==> src/rtl/core_seq_fsm_if.sv <==
// Sequencer-side handshake bundle: decoder inputs, imem/dmem req/ack, datapath strobes, status.
// Latency: none, wires only.
// Backpressure: the memories stall the sequencer by holding ack low.
interface core_seq_fsm_if #(
    parameter int CNT_W = 32
);
    logic             run_i;
    logic [6:0]       opcode_i;
    logic             ctrl_reg_wen_i;
    logic             imem_req_o;
    logic             imem_ack_i;
    logic             dmem_req_o;
    logic             dmem_we_o;
    logic             dmem_ack_i;
    logic             ir_wen_o;
    logic             pc_wen_o;
    logic             reg_wen_o;
    logic [2:0]       state_o;
    logic [CNT_W-1:0] instret_o;
    logic             fault_o;
    logic [1:0]       fault_cause_o;

    modport master (
        input  run_i, opcode_i, ctrl_reg_wen_i, imem_ack_i, dmem_ack_i,
        output imem_req_o, dmem_req_o, dmem_we_o, ir_wen_o, pc_wen_o, reg_wen_o,
               state_o, instret_o, fault_o, fault_cause_o
    );

    modport slave (
        output run_i, opcode_i, ctrl_reg_wen_i, imem_ack_i, dmem_ack_i,
        input  imem_req_o, dmem_req_o, dmem_we_o, ir_wen_o, pc_wen_o, reg_wen_o,
               state_o, instret_o, fault_o, fault_cause_o
    );
endinterface

==> src/rtl/core_seq_fsm.sv <==
// Multi-cycle RV32 sequencer: FETCH/DECODE/EXEC/MEM/WB with sticky fault on timeout or bad opcode.
// Latency: 4 cycles per ALU/branch instruction, 5 for loads/stores, plus memory wait cycles.
// Backpressure: imem/dmem requests are held until ack; TIMEOUT waits without ack trap to FAULT.
module core_seq_fsm #(
    parameter int TIMEOUT = 16,
    parameter int CNT_W   = 32
) (
    input  logic            clk_i,
    input  logic            rst_n_i,
    core_seq_fsm_if.master  bus
);

    typedef enum logic [2:0] {
        IDLE   = 3'd0,
        FETCH  = 3'd1,
        DECODE = 3'd2,
        EXEC   = 3'd3,
        MEM    = 3'd4,
        WB     = 3'd5,
        FAULT  = 3'd6
    } state_t;

    localparam logic [6:0] OP_LOAD   = 7'b0000011;
    localparam logic [6:0] OP_OPIMM  = 7'b0010011;
    localparam logic [6:0] OP_AUIPC  = 7'b0010111;
    localparam logic [6:0] OP_STORE  = 7'b0100011;
    localparam logic [6:0] OP_OP     = 7'b0110011;
    localparam logic [6:0] OP_LUI    = 7'b0110111;
    localparam logic [6:0] OP_BRANCH = 7'b1100011;
    localparam logic [6:0] OP_JALR   = 7'b1100111;
    localparam logic [6:0] OP_JAL    = 7'b1101111;

    localparam int               WCNT_W   = (TIMEOUT > 0) ? $clog2(TIMEOUT + 1) : 1;
    localparam logic [WCNT_W-1:0] WAIT_MAX = WCNT_W'(TIMEOUT);
    localparam bit               TO_EN    = (TIMEOUT != 0);

    state_t             state;
    state_t             nxt_state;
    logic [1:0]         nxt_cause;
    logic [WCNT_W-1:0]  wait_cnt;
    logic [CNT_W-1:0]   instret;
    logic               fault;
    logic [1:0]         fault_cause;
    logic               imem_req;
    logic               dmem_req;
    logic               dmem_we;
    logic               pc_wen;
    logic               is_legal;
    logic               is_mem;
    logic               is_store;
    logic               timed_out;

    always_comb begin
        is_legal = 1'b0;
        case (bus.opcode_i)
            OP_LOAD, OP_OPIMM, OP_AUIPC, OP_STORE, OP_OP,
            OP_LUI, OP_BRANCH, OP_JALR, OP_JAL: is_legal = 1'b1;
            default:                            is_legal = 1'b0;
        endcase
    end

    assign is_store  = (bus.opcode_i == OP_STORE);
    assign is_mem    = (bus.opcode_i == OP_LOAD) || is_store;
    // An ack in the cycle the count hits the limit is taken, so ack is checked before this.
    assign timed_out = TO_EN && (wait_cnt == WAIT_MAX);

    always_comb begin
        nxt_state = state;
        nxt_cause = 2'b00;
        case (state)
            IDLE: begin
                if (bus.run_i) nxt_state = FETCH;
            end
            FETCH: begin
                if (bus.imem_ack_i) begin
                    nxt_state = DECODE;
                end else if (timed_out) begin
                    nxt_state = FAULT;
                    nxt_cause = 2'b01;
                end
            end
            DECODE: begin
                if (is_legal) begin
                    nxt_state = EXEC;
                end else begin
                    nxt_state = FAULT;
                    nxt_cause = 2'b10;
                end
            end
            EXEC: begin
                nxt_state = is_mem ? MEM : WB;
            end
            MEM: begin
                if (bus.dmem_ack_i) begin
                    nxt_state = WB;
                end else if (timed_out) begin
                    nxt_state = FAULT;
                    nxt_cause = 2'b11;
                end
            end
            WB: begin
                nxt_state = bus.run_i ? FETCH : IDLE;
            end
            FAULT: begin
                nxt_state = FAULT;
            end
            default: begin
                nxt_state = IDLE;
            end
        endcase
    end

    // Request/strobe flops are loaded from the next state so they line up with state exactly.
    always_ff @(posedge clk_i) begin
        if (!rst_n_i) begin
            state       <= IDLE;
            wait_cnt    <= '0;
            instret     <= '0;
            fault       <= 1'b0;
            fault_cause <= 2'b00;
            imem_req    <= 1'b0;
            dmem_req    <= 1'b0;
            dmem_we     <= 1'b0;
            pc_wen      <= 1'b0;
        end else begin
            state    <= nxt_state;
            imem_req <= (nxt_state == FETCH);
            dmem_req <= (nxt_state == MEM);
            dmem_we  <= (nxt_state == MEM) && is_store;
            pc_wen   <= (nxt_state == WB);
            fault    <= (nxt_state == FAULT);

            if ((nxt_state == FAULT) && (state != FAULT)) begin
                fault_cause <= nxt_cause;
            end

            if (state == WB) begin
                instret <= instret + CNT_W'(1);
            end

            if (TO_EN && (nxt_state == state) && ((state == FETCH) || (state == MEM))) begin
                wait_cnt <= wait_cnt + WCNT_W'(1);
            end else begin
                wait_cnt <= '0;
            end
        end
    end

    assign bus.imem_req_o    = imem_req;
    assign bus.ir_wen_o      = imem_req & bus.imem_ack_i;
    assign bus.dmem_req_o    = dmem_req;
    assign bus.dmem_we_o     = dmem_we;
    assign bus.pc_wen_o      = pc_wen;
    assign bus.reg_wen_o     = pc_wen & bus.ctrl_reg_wen_i;
    assign bus.state_o       = state;
    assign bus.instret_o     = instret;
    assign bus.fault_o       = fault;
    assign bus.fault_cause_o = fault_cause;

endmodule

==> src/flat_wrapper.sv <==
// flat-port wrapper written by rule: the top's interface ports become plain ports
module core_seq_fsm_flat 
#(
    parameter int TIMEOUT = 16,
    parameter int CNT_W   = 32
)
  (clk_i, rst_n_i, bus_run_i, bus_opcode_i, bus_ctrl_reg_wen_i, bus_imem_ack_i, bus_dmem_ack_i, bus_imem_req_o, bus_dmem_req_o, bus_dmem_we_o, bus_ir_wen_o, bus_pc_wen_o, bus_reg_wen_o, bus_state_o, bus_instret_o, bus_fault_o, bus_fault_cause_o);
  core_seq_fsm_if #(.CNT_W(CNT_W)) bus_i ();
  input  logic clk_i;
  input  logic rst_n_i;
  input wire logic [$bits(bus_i.run_i)-1:0] bus_run_i;
  input wire logic [$bits(bus_i.opcode_i)-1:0] bus_opcode_i;
  input wire logic [$bits(bus_i.ctrl_reg_wen_i)-1:0] bus_ctrl_reg_wen_i;
  input wire logic [$bits(bus_i.imem_ack_i)-1:0] bus_imem_ack_i;
  input wire logic [$bits(bus_i.dmem_ack_i)-1:0] bus_dmem_ack_i;
  output wire logic [$bits(bus_i.imem_req_o)-1:0] bus_imem_req_o;
  output wire logic [$bits(bus_i.dmem_req_o)-1:0] bus_dmem_req_o;
  output wire logic [$bits(bus_i.dmem_we_o)-1:0] bus_dmem_we_o;
  output wire logic [$bits(bus_i.ir_wen_o)-1:0] bus_ir_wen_o;
  output wire logic [$bits(bus_i.pc_wen_o)-1:0] bus_pc_wen_o;
  output wire logic [$bits(bus_i.reg_wen_o)-1:0] bus_reg_wen_o;
  output wire logic [$bits(bus_i.state_o)-1:0] bus_state_o;
  output wire logic [$bits(bus_i.instret_o)-1:0] bus_instret_o;
  output wire logic [$bits(bus_i.fault_o)-1:0] bus_fault_o;
  output wire logic [$bits(bus_i.fault_cause_o)-1:0] bus_fault_cause_o;
  assign bus_i.run_i = bus_run_i;
  assign bus_i.opcode_i = bus_opcode_i;
  assign bus_i.ctrl_reg_wen_i = bus_ctrl_reg_wen_i;
  assign bus_i.imem_ack_i = bus_imem_ack_i;
  assign bus_i.dmem_ack_i = bus_dmem_ack_i;
  assign bus_imem_req_o = bus_i.imem_req_o;
  assign bus_dmem_req_o = bus_i.dmem_req_o;
  assign bus_dmem_we_o = bus_i.dmem_we_o;
  assign bus_ir_wen_o = bus_i.ir_wen_o;
  assign bus_pc_wen_o = bus_i.pc_wen_o;
  assign bus_reg_wen_o = bus_i.reg_wen_o;
  assign bus_state_o = bus_i.state_o;
  assign bus_instret_o = bus_i.instret_o;
  assign bus_fault_o = bus_i.fault_o;
  assign bus_fault_cause_o = bus_i.fault_cause_o;
  core_seq_fsm #(.TIMEOUT(TIMEOUT), .CNT_W(CNT_W)) u_core (.clk_i(clk_i), .rst_n_i(rst_n_i), .bus(bus_i));
endmodule
==> config.mk <==
export PLATFORM = sky130hd
export DESIGN_NAME = core_seq_fsm_flat
export DESIGN_NICKNAME = d
export VERILOG_FILES = /design/src/rtl/core_seq_fsm_if.sv /design/src/rtl/core_seq_fsm.sv /design/src/flat_wrapper.sv
export SDC_FILE = /design/constraint.sdc
export NUM_CORES = 1
export LEC_CHECK = 0
export CORE_MARGIN = 2
export CORE_UTILIZATION = 55
export CTS_BUF_LIST = sky130_fd_sc_hd__clkbuf_4
export DETAILED_ROUTE_END_ITERATION = 12
export PLACE_DENSITY_LB_ADDON = 0.25
export SYNTH_ARGS = -nofsm -noshare
export SYNTH_HDL_FRONTEND = slang
export SYNTH_SLANG_ARGS = --single-unit
==> constraint.sdc <==
create_clock -name clk_i -period 3 [get_ports clk_i]
set_input_delay 0.3 -clock clk_i [delete_from_list [all_inputs] [get_ports clk_i]]
set_output_delay 0.3 -clock clk_i [all_outputs]
set_load 0.01 [all_outputs]
-- Yosys cells after proc, flatten, opt, wreduce, memory -nomap -nowiden
Cells that the tools add are included.
- output and inout bits: 44
- register bits after elaboration: 47
- logic and storage cells: 58
- input bits: 13
- equality and inequality tests: 22
- reduce and logical (&&, ||, !) cells: 8
- multiplexer cells: 15
- bitwise logic cells: 2
- add/subtract/negate cells: 2
- operator list (operator ; count):
    adder 32 x 1 -> 32 bit, second input constant ; 1
    == test 7 x 6 -> 1 bit, second input constant ; 3
    == test 7 bit, second input constant ; 3
    case mux 3 bit (7 select lines) ; 1
    == test 3 bit, second input constant ; 6
    two-way mux 3 bit ; 5
    == test 7 x 5 -> 1 bit, second input constant ; 2
    OR reduction 9 bit ; 1
    two-way mux 2 bit ; 4
    == test 7 x 2 -> 1 bit, second input constant ; 1
    == test 3 x 1 -> 1 bit, second input constant ; 2
    == test 3 x 2 -> 1 bit, second input constant ; 2
    case mux 2 bit (3 select lines) ; 1
    adder 5 x 1 -> 5 bit, second input constant ; 1
    == test 5 bit, second input constant ; 1
    two-way mux 1 bit ; 4
    == test 3 bit ; 1
    logical AND 1 bit ; 3
    zero test 3 bit ; 1
    inequality test 3 bit, second input constant ; 1
    bitwise AND 1 bit ; 2
    logical OR 1 bit ; 2
    AND reduction 2 bit ; 1

-- Longest topological paths before layout
Gate-level depths: netlist of the first run.
- depth after elaboration: 8
- mapped depth: 7
- mapped depth without buffers: 6

-- Worst setup path after synthesis of the first run
Ideal clock, no wire load.
- path type: flip-flop to flip-flop
- start: register u_core.instret[0], in the netlist u_core.bus.instret_o[0]
- end: register u_core.instret[24], in the netlist u_core.bus.instret_o[24]
- stages on the path, launching flop included: 7
- path buffers: 1
- setup time: 0.070 ns
- arrival time: 1.885 ns
- path slack: 1.044 ns
- cell sequence: dfxtp_1 > ha_1 > nand4b_4 > or4_1 > buf_2 > or4_1 > a21oi_1
- cells in the longest elaborated chain, start to end: 1
- RTL lines (element ; RTL line ; text):
    from (decl) ; core_seq_fsm.sv:41 ; logic [CNT_W-1:0] instret;
    from (signal assigned) ; core_seq_fsm.sv:138 ; instret <= instret + CNT_W'(1);
    adder 32 x 1 -> 32 bit ; core_seq_fsm.sv:138 ;
Every way passes these cells.
A chain may end at the register's enable or synchronous reset.

-- Final worst setup path of the first run
- start: register u_core.state[2], in the netlist u_core.bus.state_o[2]
- end: register u_core.instret[21], in the netlist u_core.bus.instret_o[21]
- cells in the longest elaborated chain, start to end: 1
- RTL lines (element ; RTL line ; text):
    from (decl) ; core_seq_fsm.sv:37 ; state_t state;
    from (signal assigned) ; core_seq_fsm.sv:126 ; state <= nxt_state;
    == test 3 bit ; core_seq_fsm.sv:137 ; if (state == WB) begin
Every way passes these cells.

==> impl_metrics.tcl, run 1 <==
set metrics [dict create \
    outcome "finished, final reports clean" \
    drt_iter0_markers 149 \
    cp-start-kind "register" \
    dp_hpwl_um 3843 \
    timing.hold.ws_ps 477.1 \
    synth_area_leaders "dfxtp_1 40%, a21oi_1 4.7%, or4_1 4.2%" \
    mappedNetlistArea_mm2 0.002349 \
    cts_max_level 2 \
    finalMaxSlewViolations 0 \
    syn_nets 286 \
    fin_worst_skew_ps 11.88 \
    stdcell_area_mm2 0.002975 \
    drive_above_1_share_pct 4.037 \
    placed_cells 365 \
    ys_seq_area_share_pct 40.06 \
    r2r-start "u_core.bus.state_o[2]$_SDFF_PN0_" \
    post_cts_resized 0 \
    synth_cell_types 55 \
    clk_pin_slew_worst_paths_ps 120 \
    grt_pass1_wl_um 9094 \
    cts.root.buffer_cell "clkbuf_4" \
    ff2ff_path_depth 4 \
    yosysTopAreaCellShare_pct 40.06 \
    cts_setup_buffers 0 \
    leakage_nw 0.9889 \
    ant_nets 0 \
    critPathMaxFanout 16 \
    crit_required_ps 3300 \
    holdPathStages 1 \
    finalCritPeriodShare_pct 76.81 \
    area_growth_pct 26.69 \
    path_cells "and4_1, nand4_1, or4_1, a21oi_1" \
    cpPeakStageDelay_ps 650 \
    hp-class "register to register" \
    synth-warning-count 0 \
    postSynthCellCount 270 \
    cts.path.max_buffers 2 \
    clk_latency_ps 360 \
    num_antenna_cells 0 \
    period_needed_ps 2304 \
    routed_wl_um 5195 \
    relSlewSlack_pct 47.34 \
    boundaryPins 57 \
    wire_per_inst_um 13.97 \
    pre_cts_slack_ps 723.7 \
    drc_errors 0 \
    cts_buffers 5 \
    dr.pass1.iters 4 \
    grt_util_all_layers_pct 22.77 \
    ir_drop_uv 260.8 \
    crit_arrival_ps 2600 \
    synthArstFlopShare_pct 0 \
    gp_congestion 0.9286 \
    grt_pass1_vias 2019 \
    grt_max_degree 24 \
    antenna_found_initial 0 \
    place_area_mm2 0.002929 \
    die-height_um 69.35 \
    ys.flop_type "dfxtp_1" \
    coreArea_mm2 0.004058 \
    ys_ff_latch 47 \
    vias_per_cell 6.008 \
    grt_overflow_total 0 \
    worstSetupPathType "register to register" \
    fp.dieArea_mm2 0.004809 \
    syn_avg_cell_area_um2 8.698 \
    die_w_um 69.35 \
    tns_ps 0 \
    initial_core_util_pct 57.88 \
    synth.largest_area_cell "dfxtp_1" \
    nets 338 \
    power_density_mw_per_mm2 358.7 \
    std_cell_rows 23 \
    crit_start "u_core.bus.state_o[2]$_SDFF_PN0_" \
    tightest_slew_ps 770.0 \
    final_cells 372 \
    cap_violations 0 \
    cts_tree "built" \
    worstSetupEndpointType "register" \
    layout_setup_ws_ps 695.7 \
    hold_buffers 0 \
    max_freq_mhz 434.0 \
    hold_viol 0 \
    synth-edff-count 0 \
    setup_viol 0 \
    slowest_stage "or4_1" \
    via_count 2235 \
    portBuffers 56 \
    min_from "u_core.wait_cnt[0]$_SDFF_PN0_" \
    cts.sinks 47 \
    rsz0062_at_grt "no" \
]
[cells by family (layout without fill, tap and decap cells)]
group	after synthesis	after routing	synth area share (%)
buf+inv	27	79	4.848
flops	47	47	40.06
xor+xnor	11	11	4.102
mux	4	4	1.705
simple gates	115	115	29.78
fa+ha+maj	3	3	1.598
compound gates	63	63	17.90
[cells in the final DEF, fill, tap and decap left out, drive strengths merged, types with 4 or more instances in the layout]
cell	instances
o21ai	7
mux2i	4
nor2	16
a21oi	22
nor2b	4
or3	6
o31ai	12
or4	13
clkbuf	5
clkdlybuf4s50	56
nand2	15
nand2b	8
nand4	9
and4	6
nor4	6
nor3b	4
nand3	15
xor2	7
xnor2	4
inv	13
dfxtp	47
[synth_stat cells, types with 2 or more instances]
| library cell | instances |
|---|---|
| o311ai_1 | 2 |
| xnor2_1 | 4 |
| ha_1 | 3 |
| o21ai_0 | 5 |
| nor2_1 | 16 |
| nand4_1 | 8 |
| nand2_1 | 15 |
| a21oi_1 | 22 |
| or3_1 | 6 |
| o21ai_1 | 2 |
| o41ai_1 | 3 |
| o31ai_1 | 12 |
| clkbuf_1 | 10 |
| mux2i_1 | 4 |
| inv_1 | 13 |
| dfxtp_1 | 47 |
| and3_1 | 2 |
| and2_1 | 2 |
| xor2_1 | 7 |
| nor2b_1 | 4 |
| a211oi_1 | 3 |
| or4_1 | 13 |
| nand2b_1 | 8 |
| nor4_1 | 6 |
| nand3_1 | 15 |
| and4_1 | 5 |
| nor3b_1 | 4 |
| nor3_1 | 2 |
[layout make-up]
type | count | area [um^2]
fill | 343 | 1082
sequential | 47 | 940.9
clock buffer | 5 | 37.54
timing repair buffer | 59 | 583.1
tap | 50 | 62.56
clock inverter | 2 | 8.758
inverter | 13 | 48.80
multi-input combinational | 196 | 1294
[registers in the layout (all words and copies together) (netlist names)]
name / flops
u_core.bus.imem_req_o: 1
u_core.bus.instret_o: 32
u_core.bus.dmem_req_o: 1
u_core.bus.pc_wen_o: 1
u_core.bus.fault_cause_o: 2
u_core.bus.fault_o: 1
u_core.bus.state_o: 3
u_core.bus.dmem_we_o: 1
u_core.wait_cnt: 5
[metal layers]
metal  vias to the layer above  wire [um]  track usage (%)  share of wire [%]
met2                        56       2573            37.93                 50
met3                        11        243            5.669                4.7
met5                         -          0                0                  0
met4                         0         99            8.715                1.9
li1                       1118          -                -                  -
met1                      1050       2279            28.34                 44
[worst paths after layout]
check	to	slack [ps]
max reg2reg	u_core.bus.instret_o[21]$_SDFFE_PN0N_	700
max	u_core.bus.instret_o[21]$_SDFFE_PN0N_	700
min	u_core.wait_cnt[0]$_SDFF_PN0_	480
min reg2reg	u_core.wait_cnt[0]$_SDFF_PN0_	480
[report_power, final]
part           total, W  switching, W  internal [W]
combinational  0.000138     0.0000676     0.0000701
sequential     0.000656     0.0000204      0.000636
clock          0.000273      0.000190     0.0000834
[critical path: cells and delay by family, from the launching register on]
kind,cells,cell delay [ps]
AOI/OAI and AO/OA,1,150
DFF,1,630
and+or+nand+nor,3,1460
[metrics by stage]
step / total power [W] / utilization (%)
global route: 0.001120 / 73.33
CTS: 0.001076 / 73.33
global placement: 0.0008049 / 72.19
detailed placement: 0.0008063 / 72.19
floorplan: 0.0007457 / -
finish: 0.001067 / 73.33
Power figures use the tool's default switching activity.
==> run 2, diff against run 1 <==
--- a/config.mk
+++ b/config.mk
@@ -6,7 +6,7 @@
 export NUM_CORES = 1
 export LEC_CHECK = 0
 export CORE_MARGIN = 2
-export CORE_UTILIZATION = 55
+export CORE_UTILIZATION = 51
 export CTS_BUF_LIST = sky130_fd_sc_hd__clkbuf_4
 export DETAILED_ROUTE_END_ITERATION = 12
 export PLACE_DENSITY_LB_ADDON = 0.25
==> constraint.sdc (replaced) <==
create_clock -name clk_i -period 2.2 [get_ports clk_i]
set_input_delay 0.22 -clock clk_i [delete_from_list [all_inputs] [get_ports clk_i]]
set_output_delay 0.22 -clock clk_i [all_outputs]
set_load 0.01 [all_outputs]
==> run 2 against run 1 <==
Against the previous run: final cell count grew 3.0%; wire length rose by 4.9%; sequential share of layout area shrank 0.78 points; critical path type unchanged; flip-flop and latch count stayed put; global-route usage is 1.1 points lower.
==> impl_metrics.tcl, run 2 (synthesis gave the netlist of run 1 again) <==
set metrics [dict create \
    holdPathStages 3 \
    hold_viol 0 \
    dp_hpwl_um 4026 \
    wire_per_inst_um 14.23 \
    cts_tree "built" \
    setup_viol 0 \
    cts_buffers 5 \
    max_freq_mhz 485.0 \
    tightest_slew_ps 506.1 \
    drt_iter0_markers 155 \
    cts.sinks 47 \
    dr.pass1.iters 6 \
    antenna_found_initial 0 \
    multi_input_area_mm2 0.001294 \
    clk_pin_slew_worst_paths_ps 130 \
    grt_util_all_layers_pct 21.68 \
    clk_latency_ps 350 \
    boundaryPins 57 \
    hold_buffers 0 \
    pre_cts_slack_ps 107.3 \
    ff2ff_path_depth 6 \
    critPathMaxFanout 16 \
    die-height_um 71.86 \
    nets 347 \
    finalMaxSlewViolations 0 \
    layout_common_cells "56 x clkdlybuf4s50_1, 47 x dfxtp_1, 22 x a21oi_1" \
    period_needed_ps 2062 \
    cap_violations 0 \
    initial_core_util_pct 53.57 \
    relSlewSlack_pct 66.11 \
    cts_max_level 2 \
    hp-class "input pin to register" \
    drive_above_1_share_pct 6.949 \
    area_growth_pct 29.89 \
    num_antenna_cells 0 \
    coreArea_mm2 0.004384 \
    crit_required_ps 2500 \
    grt_pass1_wl_um 9073 \
    crit_arrival_ps 2360 \
    largest_reg_flops 32 \
    final_common_cell "clkdlybuf4s50_1" \
    rsz0062_at_grt "no" \
    leakage_nw 1.036 \
    fp.dieArea_mm2 0.005164 \
    grt_max_degree 28 \
    cp.depth 6 \
    slowest_stage "or4_1" \
    post_cts_resized 0 \
    die_w_um 71.86 \
    ir_drop_uv 344.7 \
    via_count 2303 \
    cpLargestDelayFamily "simple AND/OR/NAND/NOR gates" \
    finalCritPeriodShare_pct 93.72 \
    worstSetupPathType "register to register" \
    grt_overflow_total 0 \
    vias_per_cell 6.013 \
    outcome "finished, final reports clean" \
    cts.path.max_buffers 2 \
    regArea_um2 940.9 \
    crit_top_cell "or4_1" \
    worstSetupEndpointType "register" \
    path_cells "ha_1, nand4b_4, or4_1, buf_4, or4_1, a21oi_1" \
    fin_worst_skew_ps 9.657 \
    cts_setup_buffers 0 \
    cpPeakStageDelay_ps 470 \
    cts.root.buffer_cell "clkbuf_4" \
    fillers 378 \
    portBuffers 56 \
    drc_errors 0 \
    tns_ps 0 \
    power_density_mw_per_mm2 487.2 \
    ant_nets 0 \
    critPathBufInv 1 \
    grt_pass1_vias 2093 \
    gp_congestion 0.8528 \
    cp-start-kind "register" \
    utilization_pct 69.58 \
    layout_setup_ws_ps 138.2 \
    std_cell_rows 24 \
    routed_wl_um 5452 \
]
[run 2: final timing paths]
check,start,end,slack [ps]
setup / recovery,u_core.bus.instret_o[1]$_SDFFE_PN0N_,u_core.bus.instret_o[30]$_SDFFE_PN0N_,140
hold / removal,bus_opcode_i[5],u_core.bus.dmem_we_o$_SDFF_PN0_,450
setup reg to reg,u_core.bus.instret_o[1]$_SDFFE_PN0N_,u_core.bus.instret_o[30]$_SDFFE_PN0N_,140
hold reg to reg,u_core.wait_cnt[0]$_SDFF_PN0_,u_core.wait_cnt[0]$_SDFF_PN0_,470
[run 2: worst reg2reg max path, cell delays in order, from the launching register on]
cell	delay, ps
dfxtp_1	420
ha_1	220
nand4b_4	130
or4_1	410
buf_4	200
or4_1	470
a21oi_1	160
[run 2: final cells by class]
| cell class | instances | share of cell area (%) |
|---|---|---|
| Multi-Input combinational cell | 196 | 42.41 |
| Sequential cell | 47 | 30.84 |
| Timing Repair Buffer | 68 | 21.33 |
| Tap cell | 52 | 2.133 |
| Inverter | 13 | 1.600 |
| Clock buffer | 5 | 1.231 |
| Clock inverter | 2 | 0.4512 |
[run 2: power breakdown]
group	leakage, nW	internal, W	total, W	switching (W)
Sequential	0.379	0.000867	0.000881	0.0000135
Clock	0.0310	0.000119	0.000386	0.000267
Combinational	0.626	0.000108	0.000219	0.000112
[run 2: per-layer routing]
metal	up-vias	track usage, %	share of wire, %
li1	1137	-	-
met1	1078	27.72	45
met2	76	36.21	48
met3	12	3.657	4.7
met4	0	9.015	1.8
met5	-	0	0
[run 2: per-stage QoR]
| step | std cells | area, um^2 | hold WS (ps) | power [W] |
|---|---|---|---|---|
| 2_1_floorplan | 270 | 2349 | 354.5 | 0.001017 |
| 3_3_place_gp | 376 | 2999 | 445.3 | 0.001115 |
| 3_5_place_dp | 376 | 2999 | 452.9 | 0.001116 |
| 4_1_cts | 383 | 3050 | 435.0 | 0.001496 |
| 5_1_grt | 383 | 3050 | 444.6 | 0.001547 |
| 6_report | 383 | 3050 | 452.5 | 0.001486 |
